`src/rtl/period_meter_pkg.sv`:
```
// Shared types and default sizing for the period meter.
package period_meter_pkg;

    localparam int unsigned DEF_CNT_WIDTH   = 16;
    localparam int unsigned DEF_SYNC_STAGES = 2;

    typedef enum logic {
        IDLE    = 1'b0,
        MEASURE = 1'b1
    } state_t;

endpackage

```
`src/rtl/period_meter_sync_edge_detect.sv`:
```
// Brings sig_in into the clk domain and flags its rising and falling edges.
module sync_edge_detect
    import period_meter_pkg::*;
#(
    parameter int unsigned SYNC_STAGES = DEF_SYNC_STAGES
) (
    input  logic clk,
    input  logic rst,
    input  logic sig_in,
    output logic sig_s,
    output logic rise,
    output logic fall
);

    logic [SYNC_STAGES-1:0] sync_q;
    logic                   sig_d;

    always_ff @(posedge clk or posedge rst) begin
        if (rst) begin
            sync_q <= '0;
            sig_d  <= 1'b0;
        end else begin
            sync_q <= {sync_q[SYNC_STAGES-2:0], sig_in};
            sig_d  <= sync_q[SYNC_STAGES-1];
        end
    end

    assign sig_s = sync_q[SYNC_STAGES-1];
    assign rise  = sig_s & ~sig_d;
    assign fall  = ~sig_s & sig_d;

endmodule

```
`src/rtl/period_meter.sv`:
```
// Measures period and high time of a slow input in clk cycles, with stall timeout.
module period_meter
    import period_meter_pkg::*;
#(
    parameter int unsigned CNT_WIDTH   = DEF_CNT_WIDTH,
    parameter int unsigned SYNC_STAGES = DEF_SYNC_STAGES
) (
    input  logic                 clk,
    input  logic                 rst,
    input  logic                 en,
    input  logic                 sig_in,
    output logic [CNT_WIDTH-1:0] period_out,
    output logic [CNT_WIDTH-1:0] high_out,
    output logic                 period_valid,
    output logic                 timeout
);

    localparam logic [CNT_WIDTH-1:0] CNT_MAX = '1;

    state_t               state, state_n;
    logic [CNT_WIDTH-1:0] cnt, cnt_n;
    logic [CNT_WIDTH-1:0] hcap, hcap_n;
    logic [CNT_WIDTH-1:0] period_n, high_n;
    logic                 valid_n, timeout_n;
    logic [CNT_WIDTH-1:0] cnt_inc;
    logic                 rise, fall;
    logic                 sync_level_unused;

    sync_edge_detect #(
        .SYNC_STAGES(SYNC_STAGES)
    ) u_sync (
        .clk    (clk),
        .rst    (rst),
        .sig_in (sig_in),
        .sig_s  (sync_level_unused),
        .rise   (rise),
        .fall   (fall)
    );

    // A full-scale count of 2^CNT_WIDTH truncates to 0 here by design.
    assign cnt_inc = cnt + CNT_WIDTH'(1);

    always_ff @(posedge clk or posedge rst) begin
        if (rst) begin
            state        <= IDLE;
            cnt          <= '0;
            hcap         <= '0;
            period_out   <= '0;
            high_out     <= '0;
            period_valid <= 1'b0;
            timeout      <= 1'b0;
        end else begin
            state        <= state_n;
            cnt          <= cnt_n;
            hcap         <= hcap_n;
            period_out   <= period_n;
            high_out     <= high_n;
            period_valid <= valid_n;
            timeout      <= timeout_n;
        end
    end

    // Next-state: en drop wins over rise, rise wins over the stall check.
    always_comb begin
        state_n   = state;
        cnt_n     = cnt;
        hcap_n    = hcap;
        period_n  = period_out;
        high_n    = high_out;
        valid_n   = 1'b0;
        timeout_n = timeout;

        case (state)
            IDLE: begin
                if (rise) begin
                    cnt_n = '0;
                end
                if (en && rise) begin
                    state_n   = MEASURE;
                    timeout_n = 1'b0;
                end
            end
            MEASURE: begin
                if (rise) begin
                    cnt_n = '0;
                end
                if (!en) begin
                    state_n = IDLE;
                end else if (rise) begin
                    period_n = cnt_inc;
                    high_n   = hcap;
                    valid_n  = 1'b1;
                end else begin
                    if (fall) begin
                        hcap_n = cnt_inc;
                    end
                    if (cnt == CNT_MAX) begin
                        timeout_n = 1'b1;
                        state_n   = IDLE;
                    end else begin
                        cnt_n = cnt_inc;
                    end
                end
            end
            default: state_n = IDLE;
        endcase
    end

endmodule

```
`config.mk`:
```
export PLATFORM = sky130hd
export DESIGN_NAME = period_meter
export DESIGN_NICKNAME = d
export VERILOG_FILES = /design/src/rtl/period_meter_pkg.sv /design/src/rtl/period_meter_sync_edge_detect.sv /design/src/rtl/period_meter.sv
export SDC_FILE = /design/constraint.sdc
export NUM_CORES = 1
export LEC_CHECK = 0
export BUFFER_PORTS_ARGS = -buffer_cell sky130_fd_sc_hd__buf_2
export CAP_MARGIN = 40
export CORE_MARGIN = 4
export CORE_UTILIZATION = 40
export DETAILED_ROUTE_END_ITERATION = 7
export PLACE_DENSITY_LB_ADDON = 0.08
export SYNTH_ARGS = -nofsm -noshare
export SYNTH_HDL_FRONTEND = slang
export SYNTH_SLANG_ARGS = --single-unit
```
`constraint.sdc`:
```
create_clock -name clk -period 2.3 [get_ports clk]
set_input_delay 0.23 -clock clk [delete_from_list [all_inputs] [get_ports clk]]
set_output_delay 0.23 -clock clk [all_outputs]
set_load 0.05 [all_outputs]
```
* Yosys cells after proc, flatten, opt, wreduce, memory -nomap -nowiden
Index checks and enable logic that the tools add are counted.
** Word-level totals
- Register bits after elaboration :: 70
- Input port bits :: 4
- Output and inout bits :: 34
- Logic and storage cells :: 43
** Operators by class
- Add/sub/neg operators :: 1
- Equal/unequal tests :: 5
- Multiplexer cells :: 18
- Bitwise gates (word level) :: 6
- Reductions and logical operators :: 4
** Operators by type and width (count)
- two-way mux 16 bit :: 4
- one-hot mux 16 bit (2 select lines) :: 1
- adder 16 x 1 -> 16 bit, second input constant :: 1
- equality test 16 bit, second input constant :: 1
- two-way mux 1 bit :: 11
- AND reduction 4 bit :: 2
- != test 2 bit, second input constant :: 3
- inverter 1 bit :: 4
- one-hot mux 1 bit (2 select lines) :: 2
- AND reduction 3 bit :: 1
- AND 1 bit :: 2
- != test 2 x 1 -> 1 bit, second input constant :: 1
- logical AND 1 bit :: 1

* Logic depth before layout (Yosys ltp)
Gate-level depths: netlist of run 1.
- Depth after elaboration :: 7
- Gate-level depth with buffers :: 7
- Mapped depth without buffers :: 6

* Modules after synthesis
From an unflattened synthesis of run 1, not the netlist that was laid out.
** Unflattened totals
- Cells, all modules :: 296
- Area, all modules :: 3104.2 um2
** Modules (own cells, without submodules)
- period_meter :: instances 1, cells an instance 290, area an instance 3010.4 um2, seq. area each 1676.6 um2
- sync_edge_detect :: instances 1, cells an instance 6, area an instance 93.8 um2, seq. area each 75.1 um2

* Least setup slack after synthesis of run 1
No wires, ideal clock.
- Kind :: register to register
- Start :: register cnt[0]
- End :: register cnt[6]
- Library setup time :: 0.067 ns
- Arrival time :: 1.787 ns
- Required time :: 2.233 ns
- Path slack :: 0.446 ns
- Cell stages (with the launch flop) :: 8
- Path buffers :: 1
- Clock period less this slack :: 1.854 ns
- Cells stage by stage :: dfrtp_1 > ha_1 > nand2_1 > nor4_4 > a21oi_2 > buf_6 > or4b_2 > nand2_1
** Between the ends
- Word-level cells in the longest chain between the ends :: 5
- Elaborated cells between the ends (all ways) :: 6
- Classes of those cells :: 1 x add/sub; 1 x eq/ne; 4 x mux
** RTL lines
- from (decl) :: RTL line period_meter.sv:21 : logic [CNT_WIDTH-1:0] cnt, cnt_n;
- from (signal assigned) :: RTL line period_meter.sv:54 : cnt <= cnt_n;
- adder 16 x 1 -> 16 bit / equality test 16 bit (equally long branches) :: RTL line period_meter.sv:41, period_meter.sv:97
- two-way mux 16 bit * :: RTL line period_meter.sv:97 : if (cnt == CNT_MAX) begin
- two-way mux 16 bit * :: RTL line period_meter.sv:89 : end else if (rise) begin
- two-way mux 16 bit * :: RTL line period_meter.sv:87 : if (!en) begin
- one-hot mux 16 bit (2 select lines) * :: RTL line period_meter.sv:73 : case (state)
- named net cnt_n[6] :: RTL line period_meter.sv:21
Mark *: on every way through the listed nets, which the timed path passes. The rest lies on a longest branch.
A chain may end at the register's enable or synchronous reset.

* Worst setup path after layout of run 1
Ends and elaborated chain as after synthesis.

==> flow_metrics.py, run 1 <==
metrics = {
    "clock_tree": {
        "clkTransAtPathRegs_ps": 80,
        "cts_buffer_depth": 2,
        "post_cts_buffers": 0,
        "cts_buffers": 9,
        "h-tree-depth": 3,
        "numClockSinks": 70,
        "clk_latency_ps": 340,
        "tritoncts": "yes",
        "cts-root-buf": "clkbuf_8",
    },
    "synth": {
        "async_flop_share_pct": 100,
        "synth_ff_type": "dfrtp_1",
        "synth_cell_types": 42,
        "ys_seq_area_share_pct": 58.3,
        "synth_top_cell_by_area": "dfrtp_1",
        "yosys.area.top_type_share_pct": 58.3,
        "yosys_warnings": 0,
        "synth-edff-count": 0,
        "netlist_area_um2": 3000,
        "synth_seq_cells": 70,
        "netlist_top_cells_area": "dfrtp_1, mux2_2, o21ai_0, nand2_1, xnor2_1",
        "syn_inst": 263,
        "syn_area_per_cell_um2": 11.4,
        "syn-num-nets": 268,
    },
    "floorplanning": {
        "ioPinCount": 38,
        "num_rows": 31,
        "core-area_um2": 7290,
        "die_h_um": 94.6,
        "initial_core_util_pct": 41.2,
        "die_w_um": 94.6,
        "die_area_um2": 8960,
    },
    "finish": {
        "area_growth_pct": 17.3,
        "n_antenna_cell": 0,
        "nNetsFinal": 311,
        "drive_gt1_share_pct": 28.9,
        "fillCellCount": 718,
    },
    "drt": {
        "wl_per_cell_um": 14.6,
        "drtIter0Drc": 86,
        "drcViolationCount": 0,
        "firstDrtPassIters": 4,
        "via_count": 2002,
        "wirelength_um": 5980,
        "detail-route-antenna-nets": 0,
        "vias_per_cell": 4.88,
    },
    "critical_path": {
        "cpMostUsedCell": "nand2_1",
        "rr_endpoint": "cnt[6]",
        "rr_worst_depth": 6,
        "cp-start-kind": "flop",
        "r2r_slack_ps": 250,
        "critPathSlowestCell": "or4b_2",
        "crit_path_max_fanout": 7,
        "end_kind": "flop",
        "worstSetupPathType": "reg2reg",
        "path_cells": "ha_1 -> nand2_1 -> nor4_4 -> a21oi_2 -> or4b_2 -> nand2_1",
        "max_stage_delay_ps": 630,
        "required_ps": 2580,
        "critPathArrivalTime_ps": 2330,
        "reg2reg_from": "cnt[0]",
    },
    "power": {
        "pwr_density_cell_nw_per_um2": 766,
        "p_leak_uw": 0.00170,
        "ir_drop_mv": 0.294,
    },
    "place": {
        "globalplace.congestion": 0.823,
        "dpl.hpwl_um": 4010,
        "io_buffers": 37,
    },
    "run_status": {
        "status": "completed",
    },
    "timing": {
        "min_period_over_period_pct": 89.1,
        "finalMaxSlewViolations": 0,
        "fin_crit_ps": 2050,
        "rsz0062_at_grt": "no",
        "hold_slack_ps": 191,
        "fin_setup_tns_ps": 0,
        "setup_violations": 0,
        "max_slew.worst_pin.slew_ps": 588,
        "final_hold_viol_count": 0,
        "slew_headroom_pct": 60.4,
        "max_freq_ghz": 0.488,
        "fin_skew_ps": 8.46,
    },
    "worst_hold_path": {
        "hold_path_end": "state",
        "hold_depth": 2,
        "worstHoldStart": "en",
        "hold_path.class": "in2reg",
    },
    "grt": {
        "track_usage_pct": 14.9,
        "grt_overflow": 0,
        "grt_max_degree": 71,
        "antenna_found_initial": 0,
        "grt_pass1_wl_um": 10100,
        "grt_pass1_vias": 1955,
    },
    "flow_run": {
        "cap_viol_max_count": 0,
    },
}
==> cell usage after synthesis (all sizes together), types with 2 or more instances <==
cell type  instances
or4b               2
dfrtp             70
inv                3
nor4               3
a211oi             3
clkbuf             6
nand3              5
a311oi             2
nor2b              2
a21oi              9
buf                7
mux2              18
o21ai             36
xor2               6
o311ai             2
nor2              12
xnor2             11
nand2             43
and3               2
nand4              3
and2               4
==> state kept, by name, summed over array words and instances, names as in the netlist <==
register	count
cnt	16
high_out	16
hcap	16
period_valid	1
u_sync.sig_d	1
state	1
u_sync.sync_q	2
timeout	1
period_out	16
==> timing repair <==
item                      4_1_cts  5_1_grt
hold buffers                    2        0
hold endpoints to repair       71        0
gates resized for setup         0        0
==> stage by stage <==
| step | utilization (%) | setup slack, ps | total power [uW] | instances | instance area [um2] |
|---|---|---|---|---|---|
| finish | 48.3 | 251 | 2700 | 410 | 3520 |
| CTS | 48.3 | 229 | 2740 | 410 | 3520 |
| global placement | 45.3 | 309 | 1730 | 392 | 3300 |
| floorplan | - | 302 | 1640 | 263 | 3000 |
| detailed placement | 45.3 | 295 | 1740 | 392 | 3300 |
| global route | 48.3 | 150 | 2830 | 410 | 3520 |
==> cell usage in the layout (no fill, tap or decap), drive strengths merged, types with 2 or more instances in the layout <==
cell          n
o21ai        36
buf          43
and2          4
or4b          2
clkbuf       10
and3          2
a311oi        2
nor4          3
nor2         12
mux2         18
nand4         3
xnor2        11
nand2        43
clkinvlp      3
inv           5
xor2          6
a21oi         9
nand3         5
dfrtp        70
dlygate4sd3   2
o311ai        2
a211oi        3
nor2b         2
==> cell type report <==
cell class	count	area (um2)	share of cell area, %
clock buffers	10	128	3.62
clock inverters	6	70.1	1.99
inverters	3	11.3	0.320
multi-input cells	177	1160	33.0
flip-flops and latches	70	1750	49.8
well taps	99	124	3.52
repair buffers	45	275	7.82
==> how the worst max path moves through the flow <==
stage / depth (start not counted) / endpoint / from
after floorplan: 1 / cnt[0] / rst
after global placement: 6 / cnt[6] / cnt[0]
after detailed placement: 6 / cnt[5] / cnt[0]
after CTS: 6 / cnt[6] / cnt[0]
after global routing: 6 / cnt[6] / cnt[0]
final: 6 / cnt[6] / cnt[0]
==> where the power goes <==
part	internal [uW]	total, uW	leakage [uW]	switching (uW)
clock network	509	992	0.0000895	484
registers	1310	1360	0.000956	54.1
logic	93.1	343	0.000649	250
total	1910	2700	0.00170	788
==> layer usage <==
layer  track usage [%]  vias up  routed length (um)
met2              20.2       34                2540
met5                 0        -                   0
met3              4.46        8                 251
met1              22.2      961                3080
met4              5.77        0                 105
li1                  -      999                   -
==> worst max-delay path: cells and delay by family, from the launching register on <==
family / cells / cell delay, ps
and+or+nand+nor: 4 / 970
DFF: 1 / 440
AOI/OAI and AO/OA: 1 / 300
adders and majority gates: 1 / 280
==> cells by family after synthesis <==
logic type,Yosys count,synth area share (%)
mux,18,6.75
compound gates,59,11.8
buf+inv,16,3.00
fa+ha+maj,1,0.417
xor+xnor,17,4.96
simple gates,82,14.8
flops,70,58.3
Note: power is estimated with default switching activity, not from simulation.
==> run 2: changes to the inputs <==
--- a/config.mk
+++ b/config.mk
@@ -10,6 +10,7 @@
 export CORE_MARGIN = 4
 export CORE_UTILIZATION = 40
 export DETAILED_ROUTE_END_ITERATION = 7
+export GPL_TIMING_DRIVEN = 0
 export PLACE_DENSITY_LB_ADDON = 0.08
 export SYNTH_ARGS = -nofsm -noshare
 export SYNTH_HDL_FRONTEND = slang
==> run 2 against run 1 <==
Sequential power hardly changed. Die area stayed put. Sequential share of layout area is 0.80 points lower. Setup slack worse by 27 ps. Design area is 1.6% higher. Fmax is 1.3% lower. Core utilization is 0.79 points higher. Combinational power is 1% higher. Largest power group unchanged. Highest routed layer unchanged.
==> flow_metrics.py, run 2 (synthesized netlist as in run 1, its figures left out) <==
metrics = {
    "grt": {
        "track_usage_pct": 16.0,
        "grt_overflow": 0,
        "grt_max_degree": 42,
        "grt_pass1_wl_um": 10800,
        "antenna_found_initial": 0,
        "grt_pass1_vias": 2079,
    },
    "drt": {
        "wirelength_um": 6290,
        "drtIter0Drc": 75,
        "drcViolationCount": 0,
        "vias_per_cell": 4.91,
        "wl_per_cell_um": 15.0,
        "via_count": 2051,
        "firstDrtPassIters": 4,
        "detail-route-antenna-nets": 0,
    },
    "power": {
        "p_leak_uw": 0.00173,
        "ir_drop_mv": 0.272,
        "power_frac_comb_pct": 12.3,
        "pwr-share-clk_pct": 39.2,
        "seq_power_share_pct": 48.5,
        "power_uw": 2810,
        "switchingPower_uw": 766,
        "p_int_uw": 2050,
        "swShare_pct": 27.2,
        "pwr_density_cell_nw_per_um2": 786,
    },
    "timing": {
        "fin_crit_ps": 2080,
        "hold_slack_ps": 208,
        "finalMaxSlewViolations": 0,
        "fin_skew_ps": 11.1,
        "setup_ws_ps": 224,
        "rsz0062_at_grt": "no",
        "max_freq_ghz": 0.482,
        "setup_violations": 0,
        "final_hold_viol_count": 0,
        "max_slew.worst_pin.slew_ps": 555,
        "min_period_over_period_pct": 90.3,
        "slew_headroom_pct": 62.6,
    },
    "finish": {
        "layout_commonest_cell": "dfrtp_1",
        "final_cell_area_um2": 3580,
        "area_growth_pct": 19.2,
        "multi_input_area_um2": 1160,
        "n_antenna_cell": 0,
        "layout_common_cells": "dfrtp_1, nand2_1, buf_2, o21ai_0, mux2_2",
        "regArea_um2": 1750,
        "drive_gt1_share_pct": 28.8,
        "fillCellCount": 716,
        "layoutNonFillerInstCount": 418,
        "nNetsFinal": 319,
    },
    "floorplanning": {
        "num_rows": 31,
        "initial_core_util_pct": 41.2,
        "die_h_um": 94.6,
        "ioPinCount": 38,
        "die_area_um2": 8960,
        "core-area_um2": 7290,
        "die_w_um": 94.6,
    },
    "place": {
        "dp_cells": 400,
        "io_buffers": 37,
        "dpl_cell_area_um2": 3330,
        "dpl.hpwl_um": 4520,
        "pre_cts_slack_ps": 241,
        "globalplace.congestion": 0.763,
    },
    "clock_tree": {
        "cts_buffers": 9,
        "cts_resized": 0,
        "numClockSinks": 70,
        "cts-root-buf": "clkbuf_8",
        "clkTransAtPathRegs_ps": 70,
        "cts_buffer_depth": 2,
        "tritoncts": "yes",
        "h-tree-depth": 3,
        "clk_latency_ps": 340,
    },
    "run_status": {
        "status": "completed",
    },
    "worst_hold_path": {
        "hold_path_end": "state",
        "worstHoldStart": "en",
        "hold_path.class": "in2reg",
        "hold_depth": 2,
    },
    "critical_path": {
        "critPathBufInv": 1,
        "rr_worst_depth": 7,
        "cp-start-kind": "flop",
        "worstSetupPathType": "reg2reg",
        "end_kind": "flop",
        "crit_path_max_fanout": 10,
        "reg2reg_from": "cnt[0]",
        "cpMostUsedCell": "nand2_1",
        "rr_endpoint": "cnt[6]",
        "required_ps": 2580,
        "max_stage_delay_ps": 580,
        "critPathSlowestCell": "or4b_2",
        "critPathTopFamily": "simple AND/OR/NAND/NOR gates",
        "critPathArrivalTime_ps": 2360,
        "r2r_slack_ps": 220,
        "path_cells": "ha_1 -> nand2_1 -> nor4_4 -> a21oi_2 -> buf_6 -> or4b_2 -> nand2_1",
    },
    "flow_run": {
        "cap_viol_max_count": 0,
    },
}
run 2: cell types whose count changed in the layout (fill, tap and decap cells not counted), sizes merged:
cell	delta
clkinvlp	-3
buf	+2
bufinv	+1
inv	-2
clkbuf	+7
clkinv	+3
run 2: layout make-up:
type | count | share of cell area, %
timing repair buffer | 40 | 6.29
inverter | 3 | 0.385
multi-input combinational | 177 | 32.4
clock buffer | 11 | 3.95
buffer | 13 | 2.20
tap | 99 | 3.46
sequential | 70 | 49.0
clock inverter | 5 | 2.31
run 2: worst max path at each step:
| stage | start | to | slack [ps] | cells after the start |
|---|---|---|---|---|
| detailed placement | cnt[0] | cnt[6] | 240 | 7 |
| finish | cnt[0] | cnt[6] | 220 | 7 |
| floorplan | rst | cnt[0] | 300 | 1 |
| CTS | cnt[0] | cnt[6] | 220 | 7 |
| global route | cnt[0] | cnt[6] | 120 | 7 |
| global placement | rst | period_valid | -670 | 2 |
run 2: layer usage:
| metal | global-route usage [%] | routed length [um] | vias up |
|---|---|---|---|
| li1 | - | - | 1024 |
| met3 | 3.59 | 194 | 12 |
| met2 | 22.7 | 2740 | 37 |
| met4 | 7.81 | 119 | 0 |
| met1 | 23.0 | 3240 | 978 |
| met5 | 0 | 0 | - |
run 2: power groups by stage:
| stage | clock network (uW) | logic, uW | registers (uW) |
|---|---|---|---|
| finish | 1100 | 347 | 1360 |
| global route | 1190 | 377 | 1370 |
| CTS | 1140 | 353 | 1360 |
| detailed placement | 0 | 350 | 1390 |
| global placement | 0 | 341 | 1390 |
| floorplan | 0 | 116 | 1520 |
run 2: timing repair:
item                                   CTS  global route
hold buffers                             2             0
endpoints found under the hold margin   30             0
buffers inserted                         0             0
run 2: through the flow:
step / setup TNS (ps) / utilization (%)
floorplan: 0 / -
global placement: -46450 / 45.4
detailed placement: 0 / 45.7
CTS: 0 / 49.1
global route: 0 / 49.1
finish: 0 / 49.1
==> run 3: changes to the inputs <==
--- a/config.mk
+++ b/config.mk
@@ -6,12 +6,13 @@
 export NUM_CORES = 1
 export LEC_CHECK = 0
 export BUFFER_PORTS_ARGS = -buffer_cell sky130_fd_sc_hd__buf_2
-export CAP_MARGIN = 40
+export CAP_MARGIN = 25
 export CORE_MARGIN = 4
-export CORE_UTILIZATION = 40
+export CORE_UTILIZATION = 50
 export DETAILED_ROUTE_END_ITERATION = 7
 export GPL_TIMING_DRIVEN = 0
 export PLACE_DENSITY_LB_ADDON = 0.08
+export RECOVER_POWER = 25
 export SYNTH_ARGS = -nofsm -noshare
 export SYNTH_HDL_FRONTEND = slang
 export SYNTH_SLANG_ARGS = --single-unit
==> run 3 against run 2 <==
Power is 9.1% lower. Critical endpoint unchanged. Sequential power barely moved. Clock power decreased by 23%. Core utilization is 12 points higher. Critical path type unchanged. Via count hardly changed. Clock skew decreased by 1.5 ps. Critical path depth stayed put. Combinational power shrank 2%. Setup slack improved by 11 ps.
==> flow_metrics.py, run 3 (synthesized netlist as in run 1, its figures left out) <==
metrics = {
    "critical_path": {
        "required_ps": 2580,
        "reg2reg_from": "cnt[0]",
        "cpMostUsedCell": "nand2_1",
        "critPathTopFamily": "simple AND/OR/NAND/NOR gates",
        "cp.depth": 7,
        "crit_path_max_fanout": 10,
        "max_stage_delay_ps": 580,
        "end_kind": "flop",
        "worstSetupPathType": "reg2reg",
        "rr_worst_depth": 7,
        "startpoint": "cnt[0]",
        "critPathBufInv": 1,
        "critPathSlowestCell": "or4b_2",
        "path_cells": "ha_1 -> nand2_1 -> nor4_4 -> a21oi_2 -> buf_6 -> or4b_2 -> nand2_1",
        "critPathArrivalTime_ps": 2350,
        "cp-start-kind": "flop",
    },
    "finish": {
        "nNetsFinal": 317,
        "drive_gt1_share_pct": 28.7,
        "n_antenna_cell": 0,
        "regArea_um2": 1750,
        "layout_commonest_cell": "dfrtp_1",
        "layout_common_cells": "dfrtp_1, nand2_1, buf_2, o21ai_0, mux2_2",
        "area_growth_pct": 15.0,
        "multi_input_area_um2": 1160,
        "fillCellCount": 499,
    },
    "grt": {
        "track_usage_pct": 18.4,
        "antenna_found_initial": 0,
        "grt_overflow": 0,
        "grt_pass1_vias": 2022,
        "grt_max_degree": 71,
        "grt_pass1_wl_um": 10300,
    },
    "clock_tree": {
        "clkTransAtPathRegs_ps": 70,
        "numClockSinks": 70,
        "cts_buffers": 9,
        "tritoncts": "yes",
        "post_cts_buffers": 0,
        "clk_latency_ps": 350,
        "cts_buffer_depth": 2,
        "h-tree-depth": 3,
        "cts-root-buf": "clkbuf_8",
    },
    "worst_hold_path": {
        "worstHoldStart": "en",
        "hold_path.class": "in2reg",
        "hold_depth": 2,
    },
    "timing": {
        "max_freq_ghz": 0.484,
        "fin_skew_ps": 9.57,
        "rsz0062_at_grt": "no",
        "fin_setup_tns_ps": 0,
        "min_period_over_period_pct": 89.8,
        "finalMaxSlewViolations": 0,
        "setup_ws_ps": 235,
        "slew_headroom_pct": 4.17,
        "max_slew.worst_pin.slew_ps": 1440,
        "final_hold_viol_count": 0,
        "setup_violations": 0,
        "fin_crit_ps": 2060,
    },
    "drt": {
        "drtIter0Drc": 84,
        "wl_per_cell_um": 15.5,
        "wirelength_um": 6040,
        "detail-route-antenna-nets": 0,
        "firstDrtPassIters": 4,
        "via_count": 2052,
        "vias_per_cell": 5.28,
        "drcViolationCount": 0,
    },
    "floorplanning": {
        "die_w_um": 85.5,
        "ioPinCount": 38,
        "die_h_um": 85.5,
        "die_area_um2": 7310,
        "core-area_um2": 5680,
        "initial_core_util_pct": 52.9,
        "num_rows": 27,
    },
    "run_status": {
        "status": "completed",
    },
    "power": {
        "pwr-share-clk_pct": 33.3,
        "seq_power_share_pct": 53.3,
        "p_int_uw": 1790,
        "ir_drop_mv": 0.440,
        "p_leak_uw": 0.00168,
        "swShare_pct": 30.2,
        "pwr_density_cell_nw_per_um2": 740,
        "power_frac_comb_pct": 13.3,
        "switchingPower_uw": 771,
    },
    "place": {
        "globalplace.congestion": 0.778,
        "io_buffers": 37,
        "dpl.hpwl_um": 4310,
        "pre_cts_slack_ps": 253,
    },
    "flow_run": {
        "cap_viol_max_count": 0,
    },
}
## run 3: routing by layer
layer	part of all wire (%)	global-route usage, %	vias to the layer above
li1	-	-	1021
met1	49	25.6	992
met2	45	27.5	32
met3	4.3	5.96	7
met4	1.0	5.61	0
met5	0	0	-
## run 3: cell type report
cell class / instances / area share (%)
sequential: 70 / 50.7
multi-input combinational: 177 / 33.6
timing repair buffer: 38 / 5.65
clock buffer: 10 / 3.69
tap: 72 / 2.61
buffer: 13 / 2.28
clock inverter: 6 / 1.12
inverter: 3 / 0.326
## run 3: stage by stage
| step | util, % | std cells | hold slack, ps | total power [uW] | cell area (um2) |
|---|---|---|---|---|---|
| floorplan | - | 263 | 261 | 1640 | 3000 |
| global placement | 57.8 | 372 | 340 | 1720 | 3280 |
| detailed placement | 57.8 | 372 | 339 | 1730 | 3280 |
| CTS | 60.9 | 389 | 94.6 | 2580 | 3460 |
| global route | 60.9 | 389 | 205 | 2670 | 3450 |
| finish | 60.9 | 389 | 198 | 2560 | 3450 |
## run 3: worst register-to-register path: cells and delay by family, from the launching register on
kind,cells,cell delay (ps)
AO/OA/AOI/OAI,1,180
adder cells (fa/ha/maj),1,280
flip-flops,1,450
buffers and inverters,1,170
AND/OR/NAND/NOR,4,920
## run 3: final timing paths
kind | end | slack (ps)
max | cnt[6] | 240
max in group asynchronous | period_out[14] | 1130
min reg2reg | u_sync.sync_q[1] | 360
min in group asynchronous | u_sync.sync_q[1] | 290
min | state | 200
max reg2reg | cnt[6] | 240
## run 3: timing repair
item                      CTS  global route
hold buffers                1             0
hold endpoints to repair    1             0
gates resized for setup     0             0
## run 3: power groups by stage
stage	clock network, uW	logic (uW)	registers (uW)
CTS	866	347	1360
global placement	0	339	1380
global route	930	369	1370
detailed placement	0	345	1390
floorplan	0	116	1520
finish	852	341	1360
